==> src/rtl/matmul_pkg.sv <==
// Shared defaults and FSM state encoding for the matmul job arbiter.
package matmul_pkg;

  localparam int DEF_W        = 16;
  localparam int DEF_N        = 3;
  localparam int DEF_MAT_BITS = DEF_W * DEF_N * DEF_N;

  typedef enum logic [1:0] {
    ST_IDLE,
    ST_CLR,
    ST_RUN,
    ST_RESP
  } state_e;

endpackage

==> src/rtl/rr_arbiter2.sv <==
// Two-way round-robin grant; the pointer moves past the winner on each accept.
module rr_arbiter2
  import matmul_pkg::*;
(
  input  logic       i_clk,
  input  logic       i_rst,
  input  logic [1:0] i_valid,
  input  logic       i_accept,
  output logic [1:0] o_grant
);

  logic ptr_q;
  logic ptr_d;

  always_comb begin
    o_grant = i_valid;
    if (i_valid == 2'b11) begin
      o_grant = ptr_q ? 2'b10 : 2'b01;
    end
    ptr_d = ptr_q;
    if (i_accept) begin
      ptr_d = ~o_grant[1];
    end
  end

  always_ff @(posedge i_clk) begin
    if (i_rst) begin
      ptr_q <= 1'b0;
    end else begin
      ptr_q <= ptr_d;
    end
  end

endmodule

==> src/rtl/matmul_job_arbiter.sv <==
// Shares one matmul engine between two requesters: grant, engine clear, run, respond.
// Optional RUN-state timeout is enabled by defining MATMUL_ARB_TIMEOUT_EN.
module matmul_job_arbiter
  import matmul_pkg::*;
#(
  parameter  int W              = DEF_W,
  parameter  int N              = DEF_N,
  parameter  int CLR_CYCLES     = 2,
  parameter  int TIMEOUT_CYCLES = 64,
  localparam int MAT_BITS       = W * N * N
) (
  input  logic                  i_clk,
  input  logic                  i_rst,
  input  logic [1:0]            i_req_valid,
  output logic [1:0]            o_req_ready,
  input  logic [1:0]            i_req_mode,
  input  logic [2*MAT_BITS-1:0] i_req_A,
  input  logic [2*MAT_BITS-1:0] i_req_B,
  output logic [1:0]            o_rsp_valid,
  input  logic [1:0]            i_rsp_ready,
  output logic [MAT_BITS-1:0]   o_rsp_C,
  output logic                  o_rsp_err,
  output logic                  o_mm_rst,
  output logic                  o_mm_en,
  output logic                  o_mm_mode,
  output logic [MAT_BITS-1:0]   o_mm_A,
  output logic [MAT_BITS-1:0]   o_mm_B,
  input  logic [MAT_BITS-1:0]   i_mm_C,
  input  logic                  i_mm_done,
  output logic                  o_busy,
  output logic                  o_owner
);

  state_e                state_q, state_d;
  logic                  owner_q, owner_d;
  logic                  mode_q, mode_d;
  logic [MAT_BITS-1:0]   a_q, a_d, b_q, b_d, rsp_c_q, rsp_c_d;
  logic                  mm_rst_q, mm_rst_d, mm_en_q, mm_en_d;
  logic [3:0]            clr_cnt_q, clr_cnt_d;
  logic [1:0]            grant;
  logic                  accept;
  logic [MAT_BITS-1:0]   req_a [2];
  logic [MAT_BITS-1:0]   req_b [2];

  generate
    for (genvar gi = 0; gi < 2; gi++) begin : g_req
      assign req_a[gi]       = i_req_A[gi*MAT_BITS +: MAT_BITS];
      assign req_b[gi]       = i_req_B[gi*MAT_BITS +: MAT_BITS];
      assign o_rsp_valid[gi] = (state_q == ST_RESP) && (owner_q == 1'(gi));
    end
  endgenerate

  rr_arbiter2 u_rr (
    .i_clk    (i_clk),
    .i_rst    (i_rst),
    .i_valid  (i_req_valid),
    .i_accept (accept),
    .o_grant  (grant)
  );

  // Grant is only exposed in IDLE, and never while reset is being sampled.
  assign o_req_ready = (state_q == ST_IDLE && !i_rst) ? grant : 2'b00;
  assign accept      = |o_req_ready;

`ifdef MATMUL_ARB_TIMEOUT_EN
  localparam int TMO_W = $clog2(TIMEOUT_CYCLES + 1);
  logic [TMO_W-1:0] tmo_cnt_q, tmo_cnt_d;
  logic             rsp_err_q, rsp_err_d;
  assign o_rsp_err = rsp_err_q;
`else
  // Keeps the parameter referenced in builds without the timeout.
  logic [31:0] unused_tmo;
  assign unused_tmo = TIMEOUT_CYCLES;
  assign o_rsp_err  = 1'b0;
`endif

  always_comb begin
    state_d   = state_q;
    owner_d   = owner_q;
    mode_d    = mode_q;
    a_d       = a_q;
    b_d       = b_q;
    rsp_c_d   = rsp_c_q;
    mm_rst_d  = 1'b0;
    mm_en_d   = 1'b0;
    clr_cnt_d = clr_cnt_q;
`ifdef MATMUL_ARB_TIMEOUT_EN
    tmo_cnt_d = tmo_cnt_q;
    rsp_err_d = rsp_err_q;
`endif
    unique case (state_q)
      ST_IDLE: begin
        if (accept) begin
          state_d   = ST_CLR;
          owner_d   = grant[1];
          mode_d    = i_req_mode[grant[1]];
          a_d       = req_a[grant[1]];
          b_d       = req_b[grant[1]];
          mm_rst_d  = 1'b1;
          clr_cnt_d = 4'd0;
        end
      end
      ST_CLR: begin
        if (clr_cnt_q == 4'(CLR_CYCLES - 1)) begin
          state_d = ST_RUN;
          mm_en_d = 1'b1;
`ifdef MATMUL_ARB_TIMEOUT_EN
          tmo_cnt_d = '0;
`endif
        end else begin
          clr_cnt_d = clr_cnt_q + 4'd1;
          mm_rst_d  = 1'b1;
        end
      end
      ST_RUN: begin
        mm_en_d = 1'b1;
        if (i_mm_done) begin
          state_d = ST_RESP;
          mm_en_d = 1'b0;
          rsp_c_d = i_mm_C;
`ifdef MATMUL_ARB_TIMEOUT_EN
          rsp_err_d = 1'b0;
        end else if (tmo_cnt_q == TMO_W'(TIMEOUT_CYCLES - 1)) begin
          state_d   = ST_RESP;
          mm_en_d   = 1'b0;
          rsp_c_d   = '0;
          rsp_err_d = 1'b1;
        end else begin
          tmo_cnt_d = tmo_cnt_q + 1'b1;
`endif
        end
      end
      ST_RESP: begin
        if (i_rsp_ready[owner_q]) begin
          state_d = ST_IDLE;
        end
      end
      default: state_d = ST_IDLE;
    endcase
  end

  always_ff @(posedge i_clk) begin
    if (i_rst) begin
      state_q   <= ST_IDLE;
      owner_q   <= 1'b0;
      mode_q    <= 1'b0;
      a_q       <= '0;
      b_q       <= '0;
      rsp_c_q   <= '0;
      mm_rst_q  <= 1'b1;
      mm_en_q   <= 1'b0;
      clr_cnt_q <= 4'd0;
`ifdef MATMUL_ARB_TIMEOUT_EN
      tmo_cnt_q <= '0;
      rsp_err_q <= 1'b0;
`endif
    end else begin
      state_q   <= state_d;
      owner_q   <= owner_d;
      mode_q    <= mode_d;
      a_q       <= a_d;
      b_q       <= b_d;
      rsp_c_q   <= rsp_c_d;
      mm_rst_q  <= mm_rst_d;
      mm_en_q   <= mm_en_d;
      clr_cnt_q <= clr_cnt_d;
`ifdef MATMUL_ARB_TIMEOUT_EN
      tmo_cnt_q <= tmo_cnt_d;
      rsp_err_q <= rsp_err_d;
`endif
    end
  end

  assign o_rsp_C   = rsp_c_q;
  assign o_mm_rst  = mm_rst_q;
  assign o_mm_en   = mm_en_q;
  assign o_mm_mode = mode_q;
  assign o_mm_A    = a_q;
  assign o_mm_B    = b_q;
  assign o_busy    = (state_q != ST_IDLE);
  assign o_owner   = owner_q;

endmodule

==> config.mk <==
export PLATFORM = sky130hd
export DESIGN_NAME = matmul_job_arbiter
export DESIGN_NICKNAME = d
export VERILOG_FILES = /design/src/rtl/matmul_pkg.sv /design/src/rtl/rr_arbiter2.sv /design/src/rtl/matmul_job_arbiter.sv
export SDC_FILE = /design/constraint.sdc
export NUM_CORES = 1
export LEC_CHECK = 0
export ABC_CLOCK_PERIOD_IN_PS = 1900
export CORE_AREA = 3 3 453 455
export CTS_BUF_LIST = sky130_fd_sc_hd__clkbuf_4
export DETAILED_ROUTE_END_ITERATION = 10
export DIE_AREA = 0 0 456 458
export GPL_TIMING_DRIVEN = 1
export SYNTH_ARGS = -nofsm -noshare
export SYNTH_HDL_FRONTEND = slang
export SYNTH_SLANG_ARGS = --single-unit
==> constraint.sdc <==
create_clock -name i_clk -period 1.9 [get_ports i_clk]
set_clock_uncertainty 0.2 [all_clocks]
set_input_delay 0.285 -clock i_clk [delete_from_list [all_inputs] [get_ports i_clk]]
set_output_delay 0.285 -clock i_clk [all_outputs]
set_load 0.02 [all_outputs]
==> results by group, run 1 <==
Worst setup path
  – Slowest CP cell: dfxtp_2
  – FF-to-FF path depth: 12
  – Top cell family by delay on the critical path: buffers and inverters
  – CP Data Arrival Time: ~2.4 ns
  – Crit start category: register
  – Worst Path Buf+Inv: 5
  – Critical path depth: 8
  – Critical setup path kind: register to output pin
  – Crit end category: output pin
  – Largest stage delay on the critical path: ~0.33 ns
  – Most Frequent Cell on Critical Path: buf_12
  – CP cell instances: inv_2 -> ha_4 -> and2b_4 -> buf_12 -> nand3_4 -> inv_8 -> buf_12 -> buf_12
  – Crit path max fanout: 3
  – Required time of the worst setup path: roughly 1.4 ns

Placed design
  – Post-DP HPWL: between 100 and 150 mm
  – RD Place Congestion: approximately 0.94
  – I/O Buffers: between 1000 and 1500

Floorplanning
  – Die area: 0.209 mm²
  – Die Span X: between 400 and 500 µm
  – Core Footprint: between 0.2 and 0.25 mm²
  – Row cnt: between 150 and 200
  – Chip height: about 460 µm
  – Ports: 1171
  – Initial core utilization: about 8.4%

Yosys
  – Post-Synthesis Net Count: ~2700
  – Post-synth EDFFs: 0
  – Ys flop type: dfxtp_1
  – Seq cells post-synth: between 400 and 500
  – Yosys warns: 0
  – Post-synth ARST share: 0%
  – Average size of a mapped cell: 8.58 µm²
  – Cells after Synth: ~2000
  – Distinct cells, synth: 37
  – Syn Std Cell Area: approximately 0.017 mm²
  – Sequential share of the synthesized area: ~52%

Power and ir drop
  – Static leakage: 17.3 nW
  – Clk pwr share: between 20% and 30%
  – Switching power: between 15 and 20 mW
  – P_int: approximately 25 mW
  – Peak VDD IR: approximately 0.62 mV
  – Cell Pwr Density: 883 mW/mm²
  – Reg power frac: between 20% and 30%
  – Power share of the combinational group: approximately 47%
  – Switching fraction of total power: 39.1%

Route
  – WL/cell: around 26 µm
  – DRT iter0 DRCs: 2119
  – Vias per inst: between 3 and 4
  – Residual DRC: 0
  – DR vias: between 20000 and 30000
  – Final ANT Viol Nets: 0
  – First-pass iteration count of the detailed router: 5
  – WL final: ~180 mm

GRT
  – Antenna violations before repair: 86
  – Total global-route track usage: between 10% and 20%
  – GRT overflow: 0
  – First-pass GRT wire length: 229 mm
  – Number of global-route vias before repair: around 26000
  – Largest net degree at the start of global routing: between 100 and 150

Cells and area
  – P&R area growth vs syn: 174%
  – Final core occ: between 20 and 25%
  – Fraction of layout cells with a size suffix above 1: about a third
  – # nets final: 4914

STA
  – Final setup TNS: -121.64 ns
  – Crit path time final: between 2 and 3 ns
  – Setup violators final: 703
  – Max Clk Rate: approximately 350 MHz
  – Period utilization: 150%
  – Post-layout worst setup margin: -0.949 ns
  – Pins over their slew limit: 0
  – RSZ-0062 raised after global routing: true
  – Final Hold Fails: 0
  – Slew headroom: 47.2%
  – Actual slew at the worst max-slew pin: about 0.79 ns

Clock network
  – Reg clk slew, reported paths: 0.07 ns
  – CTS tree: done
  – CTS sink cnt: 443
  – CTS max path bufs: 3
  – Clock insertion delay at the later pin of the skew report: between 1 and 1.5 ns
  – Num CTS Buffers: approximately 140
  – CTS H-tree lvls: 4
  – Root Driver: clkbuf_4

Outcome
  – Outcome: finished with violations
  – Failing checks: negative setup slack

Worst hold path
  – Hold path cells: 4
  – Worst Hold Class: primary input to register

Flow run
  – Max-cap violations: 0
-- worst reg2reg max path: stages (launching register included) --
cell and delay (ns):
dfxtp_2 0.34, inv_2 0.05, ha_4 0.16, and2b_4 0.18, buf_12 0.12, nand3_4 0.08
inv_8 0.06, buf_16 0.17, buf_16 0.18, buf_12 0.22, clkbuf_16 0.17, a22oi_2 0.18
a21oi_2 0.08
-- repair_timing --
| item | CTS | global route |
|---|---|---|
| gates resized for setup | 2439 | 121 |
| hold endpoints to repair | 443 | 0 |
| endpoints found under the setup margin | 878 | 877 |
| hold buffers | 842 | 0 |
| cloned | 6 | 16 |
| buffers inserted | 61 | 12 |
| pin swaps | 24 | 68 |
-- worst paths after layout --
check	start	endpoint	slack [ns]
worst min register to register	o_mm_B[131]	o_mm_B[131]	0.26
worst min-delay path	i_req_B[194]	o_mm_B[50]	0.24
worst max-delay path	state_q[0]	o_req_ready[0]	-0.95
worst max register to register	state_q[0]	o_mm_B[5]	-0.46
-- final cells by class --
type | count | area, µm²
multi-input combinational | 1356 | 7760
timing repair buffer | 2232 | 24200
tap | 2672 | 3340
antenna | 52 | 130
sequential | 443 | 9460
inverter | 8 | 40.0
fill | 21475 | 155000
clock inverter | 46 | 288
clock buffer | 182 | 1370
-- layer usage --
layer | track usage (%) | up-vias | routed length, µm
met5 | 0 | - | 225
met4 | 7.90 | 36 | 9060
met3 | 8.34 | 429 | 21900
met2 | 25.8 | 1516 | 83300
met1 | 17.4 | 12560 | 64800
li1 | - | 11445 | -
-- stage by stage --
stage          power (mW)  worst slack [ns]  std cells  area (µm²)  hold slack, ns
6_report             41.1            -0.949       6991       46500           0.239
5_1_grt              43.1             -1.25       6970       46500          0.0312
4_1_cts              40.6             -1.24       6915       45400        0.000701
3_5_place_dp         26.6            -0.664       5778       32400           0.246
3_3_place_gp         26.5            -0.695       5778       32400           0.241
2_1_floorplan        17.5            0.0464       1983       17000           0.221
-- power groups by stage --
stage	Combinational [mW]	Clock (mW)	Sequential, mW
final	19.2	9.68	12.2
after global routing	20.2	10.6	12.3
after CTS	18.3	10.1	12.1
after detailed placement	14.9	0	11.7
after global placement	14.8	0	11.7
after floorplan	4.34	0	13.2
-- kinds of logic after synthesis --
logic type / synth area share, %
AOI/OAI and AO/OA: 26.2
adders and majority gates: 0.441
buffers and inverters: 5.39
DFF: 52.1
muxes: 2.18
other: 0.0220
and+or+nand+nor: 13.7
-- cells in the mapped netlist, types with 6 or more instances --
master    number  area share [%]
nand2_1      550              12
inv_1          6            0.13
buf_6          6            0.40
ha_1           6            0.44
buf_1          9            0.20
nor2_1        39            0.86
buf_4         21            0.93
clkbuf_1      74             1.6
mux2i_1       37             2.2
a211oi_2      29             2.1
a21oi_1      405              12
a22oi_1      254              11
buf_2         64             1.9
dfxtp_1      443              52
a211oi_1       7            0.31
-- state kept, by name (all words and copies together), names as in the netlist, 2 cells and up --
name       count
clr_cnt_q      4
state_q        2
o_mm_A       144
o_mm_B       144
o_rsp_C      144
-- cells in the final DEF, fill, tap and decap left out, drive strengths merged, types with 2 or more instances in the layout --
cell             n
a2bb2oi          2
buf            648
dfxtp          443
o21ai            6
clkinv          32
bufinv           2
a22oi          254
nand2          550
nand2b           3
nor2            40
a211oi          36
ha               6
dlygate4sd3    842
inv             16
clkbuf         197
nand3            3
a21oi          405
and2             3
clkdlybuf4s50  727
clkinvlp         4
diode           52
mux2i           37
Power figures use the tool's default switching activity.
==> run 2: changes to the inputs <==
ABC_CLOCK_PERIOD_IN_PS = not set   (was 1900)
CORE_AREA = 3 3 454 456   (was 3 3 453 455)
CTS_CLUSTER_DIAMETER = 120   (was not set)
DIE_AREA = 0 0 457 459   (was 0 0 456 458)
==> run 2 against run 1 <==
Compared with the run above: the flow finishes with violations (negative hold slack, negative setup slack); wire length increased by 4.3%; combinational power rose by 3%; total power is 1.5% higher; sequential cell count unchanged; maximum frequency increased by 6.6%; critical path type unchanged.
==> results by group, run 2 (synthesis results as in run 1) <==
Outcome
  – Outcome: finished with violations (unchanged)
  – Failing checks: negative hold slack, negative setup slack (was negative setup slack)

Worst setup path
  – Crit start category: register (unchanged)
  – Reg2reg start: state_q[0] (unchanged)
  – Worst setup path endpoint: o_req_ready[1] (was o_req_ready[0])
  – Required time of the worst setup path: 1.41 ns (about the same)
  – CP cell instances: inv_2 -> ha_4 -> and2b_4 -> o211a_4 -> buf_6 (was inv_2 -> ha_4 -> and2b_4 -> buf_12 -> nand3_4 -> inv_8 -> buf_12 -> buf_12)
  – Crit. Startpoint: state_q[0] (unchanged)
  – R2r setup slk: -0.61 ns (was -0.46 ns)
  – CP Data Arrival Time: 2.19 ns (was 2.36 ns)
  – Critical setup path kind: register to output pin (unchanged)
  – Largest stage delay on the critical path: 0.32 ns (was 0.33 ns)
  – Crit end category: output pin (unchanged)
  – Slowest CP cell: dfxtp_2 (unchanged)
  – R2R Path End: o_mm_B[130] (was o_mm_B[5])
  – Worst Path Buf+Inv: 2 (was 5)
  – Crit path max fanout: 3 (unchanged)
  – Top cell family by delay on the critical path: flip-flops (was buffers and inverters)
  – FF-to-FF path depth: 12 (unchanged)
  – Critical path depth: 5 (was 8)

STA
  – Slew headroom: 42.7% (was 47.2%)
  – Crit path time final: 2.67 ns (was 2.85 ns)
  – RSZ-0062 raised after global routing: true (unchanged)
  – Max Clk Rate: 374 MHz (was 351 MHz)
  – Post-layout worst setup margin: -0.774 ns (was -0.949 ns)
  – Pins over their slew limit: 0 (unchanged)
  – Final setup TNS: -205.78 ns (was -121.64 ns)
  – Final Hold Fails: 7 (was 0)
  – Actual slew at the worst max-slew pin: 0.857 ns (was 0.792 ns)
  – Min Hold Slack: -0.208 ns (was 0.239 ns)
  – Setup violators final: 872 (was 703)
  – Period utilization: 141% (was 150%)

GRT
  – GRT overflow: 0 (unchanged)
  – Total global-route track usage: 16.6% (was 16.1%)
  – Largest net degree at the start of global routing: 143 (was 106)
  – Number of global-route vias before repair: 27693 (was 26388)
  – First-pass GRT wire length: 237 mm (was 229 mm)
  – Antenna violations before repair: 94 (was 86)

Placed design
  – RD Place Congestion: 0.926 (was 0.938)
  – Post-DP HPWL: 139 mm (was 138 mm)
  – Dpl ws: -0.829 ns (was -0.664 ns)
  – Cell Area, Placed: 0.0323 mm² (was 0.0324 mm²)
  – I/O Buffers: 1169 (unchanged)

Floorplanning
  – Core Footprint: 0.202 mm² (about the same)
  – Chip height: 459 µm (was 458 µm)
  – Die Span X: 457 µm (was 456 µm)
  – Die area: 0.210 mm² (was 0.209 mm²)
  – Row cnt: 165 (unchanged)
  – Ports: 1171 (unchanged)
  – Initial core utilization: 8.42% (was 8.44%)

Flow run
  – Max-cap violations: 0 (unchanged)

Worst hold path
  – Worst hold start: i_rst (was i_req_B[194])
  – Worst Hold Class: primary input to register (unchanged)

Clock network
  – Hold_buf cts: 904 (was 842)
  – Reg clk slew, reported paths: 0.06 ns (was 0.07 ns)
  – CTS H-tree lvls: 4 (unchanged)
  – Clock insertion delay at the later pin of the skew report: 1.06 ns (about the same)
  – CTS max path bufs: 3 (unchanged)
  – Root Driver: clkbuf_4 (unchanged)
  – CTS tree: done (unchanged)
  – Num CTS Buffers: 139 (was 138)
  – CTS sink cnt: 443 (unchanged)

Cells and area
  – Most frequent cells in the layout: 904 x dlygate4sd3_1, 727 x clkdlybuf4s50_1, 549 x nand2_1 (was 842 x dlygate4sd3_1, 727 x clkdlybuf4s50_1, 548 x nand2_1)
  – Commonest non-fill, non-tap cell in the layout: dlygate4sd3_1 (unchanged)
  – P&R area growth vs syn: 180% (was 174%)
  – Fraction of layout cells with a size suffix above 1: 36.3% (was 33.9%)
  – Fillers: 21170 (was 21475)
  – Design area: 0.0477 mm² (was 0.0465 mm²)
  – # nets final: 4967 (was 4914)

Route
  – WL/cell: 26.5 µm (was 25.6 µm)
  – DR vias: 26693 (was 25986)
  – First-pass iteration count of the detailed router: 7 (was 5)
  – Vias per inst: 3.78 (was 3.72)
  – Residual DRC: 0 (unchanged)
  – Final ANT Viol Nets: 0 (unchanged)
  – WL final: 187 mm (was 179 mm)
  – DRT iter0 DRCs: 1998 (was 2119)

Power and ir drop
  – Peak VDD IR: 0.540 mV (was 0.619 mV)
  – Static leakage: 17.5 nW (was 17.3 nW)
  – Final Power: 41.7 mW (was 41.1 mW)
  – Cell Pwr Density: 874 mW/mm² (was 883 mW/mm²)
## run 2: cell count changes in the layout (fill, tap and decap cells not counted), moves of 7 or more
| cell | before | now |
|---|---|---|
| buf_12 | 97 | 111 |
| dlygate4sd3_1 | 842 | 904 |
| dfxtp_2 | 419 | 401 |
| a21oi_1 | 388 | 366 |
| dfxtp_4 | 19 | 26 |
| diode_2 | 52 | 64 |
| a22oi_1 | 180 | 58 |
| a22oi_2 | 74 | 196 |
| buf_16 | 14 | 7 |
| a21oi_2 | 17 | 39 |
| dfxtp_1 | 5 | 16 |
## run 2: power by group
group | switching [mW] | internal [mW]
registers | 1.27 | 11.0
clock network | 5.00 | 4.79
logic | 10.2 | 9.44
## run 2: final cells by class
| class | instances | area, µm² | area share [%] |
|---|---|---|---|
| Timing Repair Buffer | 2284 | 24600 | 51.6 |
| Inverter | 8 | 46.3 | 0.0970 |
| Antenna cell | 64 | 160 | 0.336 |
| Clock buffer | 185 | 1390 | 2.91 |
| Clock inverter | 47 | 272 | 0.569 |
| Sequential cell | 443 | 9470 | 19.8 |
| Tap cell | 2672 | 3340 | 7.01 |
| Multi-Input combinational cell | 1356 | 8420 | 17.6 |
## run 2: worst min-delay path by stage
stage,to,slack [ns],cells past startpoint
floorplan,o_rsp_C[0],0.22,2
global placement,o_rsp_C[83],0.24,2
detailed placement,o_mm_A[79],0.25,2
CTS,u_rr.ptr_q,-0.58,5
global route,u_rr.ptr_q,-0.42,6
finish,u_rr.ptr_q,-0.21,6
## run 2: per-layer routing
metal,up-vias,GRT usage [%],wire (µm)
li1,11563,-,-
met1,12792,17.8,68500
met2,1760,26.2,82500
met3,532,10.4,26800
met4,46,6.42,8780
met5,-,0,314
## run 2: what timing repair did
item / in CTS / in global routing
setup buffers: 57 / 12
endpoints found under the setup margin: 854 / 868
pin swaps: 7 / 31
gates cloned: 3 / 14
hold endpoints to repair: 443 / 44
resized for setup: 2579 / 228
## run 2: per-stage QoR
step	cells	hold slack (ns)	util [%]
after floorplan	1983	0.221	-
after global placement	5777	0.242	16.0
after detailed placement	5777	0.246	16.0
after CTS	6973	-0.578	22.8
after global routing	7037	-0.424	23.6
final	7059	-0.208	23.6
## run 2: worst reg2reg max path, cell delays in order (launching register included)
cell and delay (ns):
dfxtp_2 0.32, inv_2 0.07, ha_4 0.13, and2b_4 0.18, o211a_4 0.28, buf_4 0.15
buf_6 0.09, buf_12 0.13, buf_12 0.16, buf_16 0.19, clkbuf_16 0.23, a22oi_2 0.06
a21oi_1 0.21
==> run 3: changes to the inputs <==
CORE_AREA = 2 2 453 455   (was 3 3 454 456)
DIE_AREA = 0 0 455 457   (was 0 0 457 459)
==> run 3 against run 2 <==
Compared with the run above: final cell count up 1.5%; core utilization is 0.22 points lower; the flow still finishes with violations (negative hold slack, negative setup slack); via count grew 0.91%; setup slack lost 0.24 ns; wire length is 3.9% higher; maximum frequency down 8.1%; critical path type unchanged; final area fell by 0.35%; sequential power fell by 3%; largest cell class unchanged.
==> results by group, run 3 (synthesis results as in run 1) <==
Outcome
  – Outcome: finished with violations (unchanged)
  – Failing checks: negative hold slack, negative setup slack (unchanged)

Placed design
  – RD Place Congestion: 0.939 (was 0.926)
  – Placed cells: 5828 (was 5777)
  – Post-DP HPWL: 144 mm (was 139 mm)
  – I/O Buffers: 1169 (unchanged)

Flow run
  – Max-cap violations: 0 (unchanged)

Cells and area
  – Fraction of layout cells with a size suffix above 1: 32.1% (was 36.3%)
  – Commonest non-fill, non-tap cell in the layout: dlygate4sd3_1 (unchanged)
  – Most frequent cells in the layout: 951 x dlygate4sd3_1, 727 x clkdlybuf4s50_1, 549 x nand2_1 (was 904 x dlygate4sd3_1, 727 x clkdlybuf4s50_1, 549 x nand2_1)
  – Final Instance Count excl. Fillers: 7167 (was 7059)
  – P&R area growth vs syn: 179% (was 180%)
  – # nets final: 5052 (was 4967)

Floorplanning
  – Row cnt: 166 (was 165)
  – Ports: 1171 (unchanged)
  – Initial core utilization: 8.37% (was 8.42%)
  – Die Span X: 455 µm (was 457 µm)
  – Core Footprint: 0.203 mm² (was 0.202 mm²)
  – Chip height: 457 µm (was 459 µm)
  – Die area: 0.208 mm² (was 0.210 mm²)

Power and ir drop
  – Switching fraction of total power: 39.9% (was 39.5%)
  – P_int: 25.4 mW (was 25.2 mW)
  – Reg power frac: 28.2% (was 29.4%)
  – Static leakage: 17.8 nW (was 17.5 nW)
  – Switching power: 16.9 mW (was 16.5 mW)
  – Clk pwr share: 24.3% (was 23.5%)
  – Power share of the combinational group: 47.4% (was 47.1%)
  – Peak VDD IR: 0.493 mV (was 0.540 mV)
  – Cell Pwr Density: 888 mW/mm² (was 874 mW/mm²)

STA
  – Min Hold Slack: -0.0210 ns (was -0.208 ns)
  – Period utilization: 153% (was 141%)
  – Setup violators final: 807 (was 872)
  – Crit path time final: 2.91 ns (was 2.67 ns)
  – Pins over their slew limit: 0 (unchanged)
  – Slew headroom: 22.2% (was 42.7%)
  – Actual slew at the worst max-slew pin: 1.17 ns (was 0.857 ns)
  – RSZ-0062 raised after global routing: true (unchanged)
  – Post-layout worst setup margin: -1.01 ns (was -0.774 ns)
  – Max Clk Rate: 344 MHz (was 374 MHz)
  – Final Hold Fails: 1 (was 7)
  – Final setup TNS: -220.95 ns (was -205.78 ns)

Route
  – Final ANT Viol Nets: 0 (unchanged)
  – WL final: 194 mm (was 187 mm)
  – Vias per inst: 3.76 (was 3.78)
  – First-pass iteration count of the detailed router: 5 (was 7)
  – DRT iter0 DRCs: 2103 (was 1998)
  – WL/cell: 27.1 µm (was 26.5 µm)
  – Residual DRC: 0 (unchanged)
  – DR vias: 26937 (was 26693)

Worst setup path
  – CP cell instances: inv_2 -> ha_4 -> and2b_4 -> buf_6 -> o211a_4 -> buf_16 -> buf_12 (was inv_2 -> ha_4 -> and2b_4 -> o211a_4 -> buf_6)
  – Required time of the worst setup path: 1.41 ns (about the same)
  – Crit. Startpoint: state_q[1] (was state_q[0])
  – Slowest CP cell: dfxtp_2 (unchanged)
  – Critical setup path kind: register to output pin (unchanged)
  – Largest stage delay on the critical path: 0.33 ns (was 0.32 ns)
  – Crit end category: output pin (unchanged)
  – Crit start category: register (unchanged)
  – Reg2reg start: state_q[1] (was state_q[0])
  – Crit path max fanout: 2 (was 3)
  – CP Data Arrival Time: 2.42 ns (was 2.19 ns)

Clock network
  – Clock insertion delay at the later pin of the skew report: 1.14 ns (was 1.06 ns)
  – Hold_buf cts: 951 (was 904)
  – CTS sink cnt: 443 (unchanged)
  – CTS H-tree lvls: 4 (unchanged)
  – Reg clk slew, reported paths: 0.06 ns (about the same)
  – CTS tree: done (unchanged)
  – Num CTS Buffers: 138 (was 139)
  – CTS max path bufs: 3 (unchanged)
  – Root Driver: clkbuf_4 (unchanged)

GRT
  – GRT overflow: 0 (unchanged)
  – Number of global-route vias before repair: 27135 (was 27693)
  – Met1 usage: 18.1% (was 17.8%)
  – Largest net degree at the start of global routing: 141 (was 143)
  – First-pass GRT wire length: 236 mm (was 237 mm)
  – GRT busiest layer: met2 (unchanged)
  – Total global-route track usage: 16.9% (was 16.6%)
  – GRT met3 Usage: 8.00% (was 10.4%)
  – Antenna violations before repair: 91 (was 94)
  – Met2 GRT Util: 27.6% (was 26.2%)

Worst hold path
  – Worst hold start: i_req_valid[1] (was i_rst)
  – Worst Hold Class: primary input to register (unchanged)
==> run 3: metrics by stage <==
stage	setup slack [ns]	power (mW)	area, µm²	utilization [%]	hold slack (ns)
after CTS	-1.29	40.7	45600	22.4	-0.222
after global placement	-0.690	26.7	32600	16.1	0.242
after detailed placement	-0.704	26.9	32600	16.1	0.246
final	-1.01	42.2	47600	23.4	-0.0210
after global routing	-1.27	44.2	47500	23.4	-0.190
after floorplan	0.0464	17.5	17000	-	0.221
==> run 3: final timing paths <==
check | to | slack, ns | cells past startpoint
worst max-delay path | o_req_ready[1] | -1.01 | 7
worst max register to register | o_mm_B[105] | -0.67 | 12
worst min-delay path | u_rr.ptr_q | -0.02 | 5
worst min register to register | o_rsp_C[29] | 0.25 | 2
==> run 3: layout make-up <==
type | count | area (µm²)
inverter | 8 | 45.0
tap | 2688 | 3360
multi-input combinational | 1356 | 8230
timing repair buffer | 2370 | 24800
sequential | 443 | 9230
antenna | 68 | 170
clock buffer | 190 | 1430
clock inverter | 44 | 299
fill | 21502 | 156000
==> run 3: layer usage <==
metal  up-vias  wire, µm
li1      11781         -
met1     12964     70400
met2      1700     89600
met3       460     23400
met4        32     10700
met5         -       214
==> run 3: power groups by stage <==
stage	Clock (mW)	Combinational [mW]	Sequential [mW]
2_1_floorplan	0	4.34	13.2
3_3_place_gp	0	15.1	11.7
3_5_place_dp	0	15.2	11.7
4_1_cts	10.7	18.1	11.9
5_1_grt	11.1	21.1	12.0
6_report	10.3	20.0	11.9
==> run 3: timing repair <==
action,CTS,global route
setup buffers,39,21
gates cloned,5,33
gates resized for setup,1981,224
setup endpoints to repair,796,881
hold endpoints to repair,443,2
pin swaps,11,82
==> run 3: worst max-delay path, delay by kind of cell (launching register included) <==
family / cells / cell delay, ns
AND/OR/NAND/NOR: 1 / 0.17
adder cells (fa/ha/maj): 1 / 0.16
flip-flops: 1 / 0.33
buffers and inverters: 4 / 0.44
AO/OA/AOI/OAI: 1 / 0.15
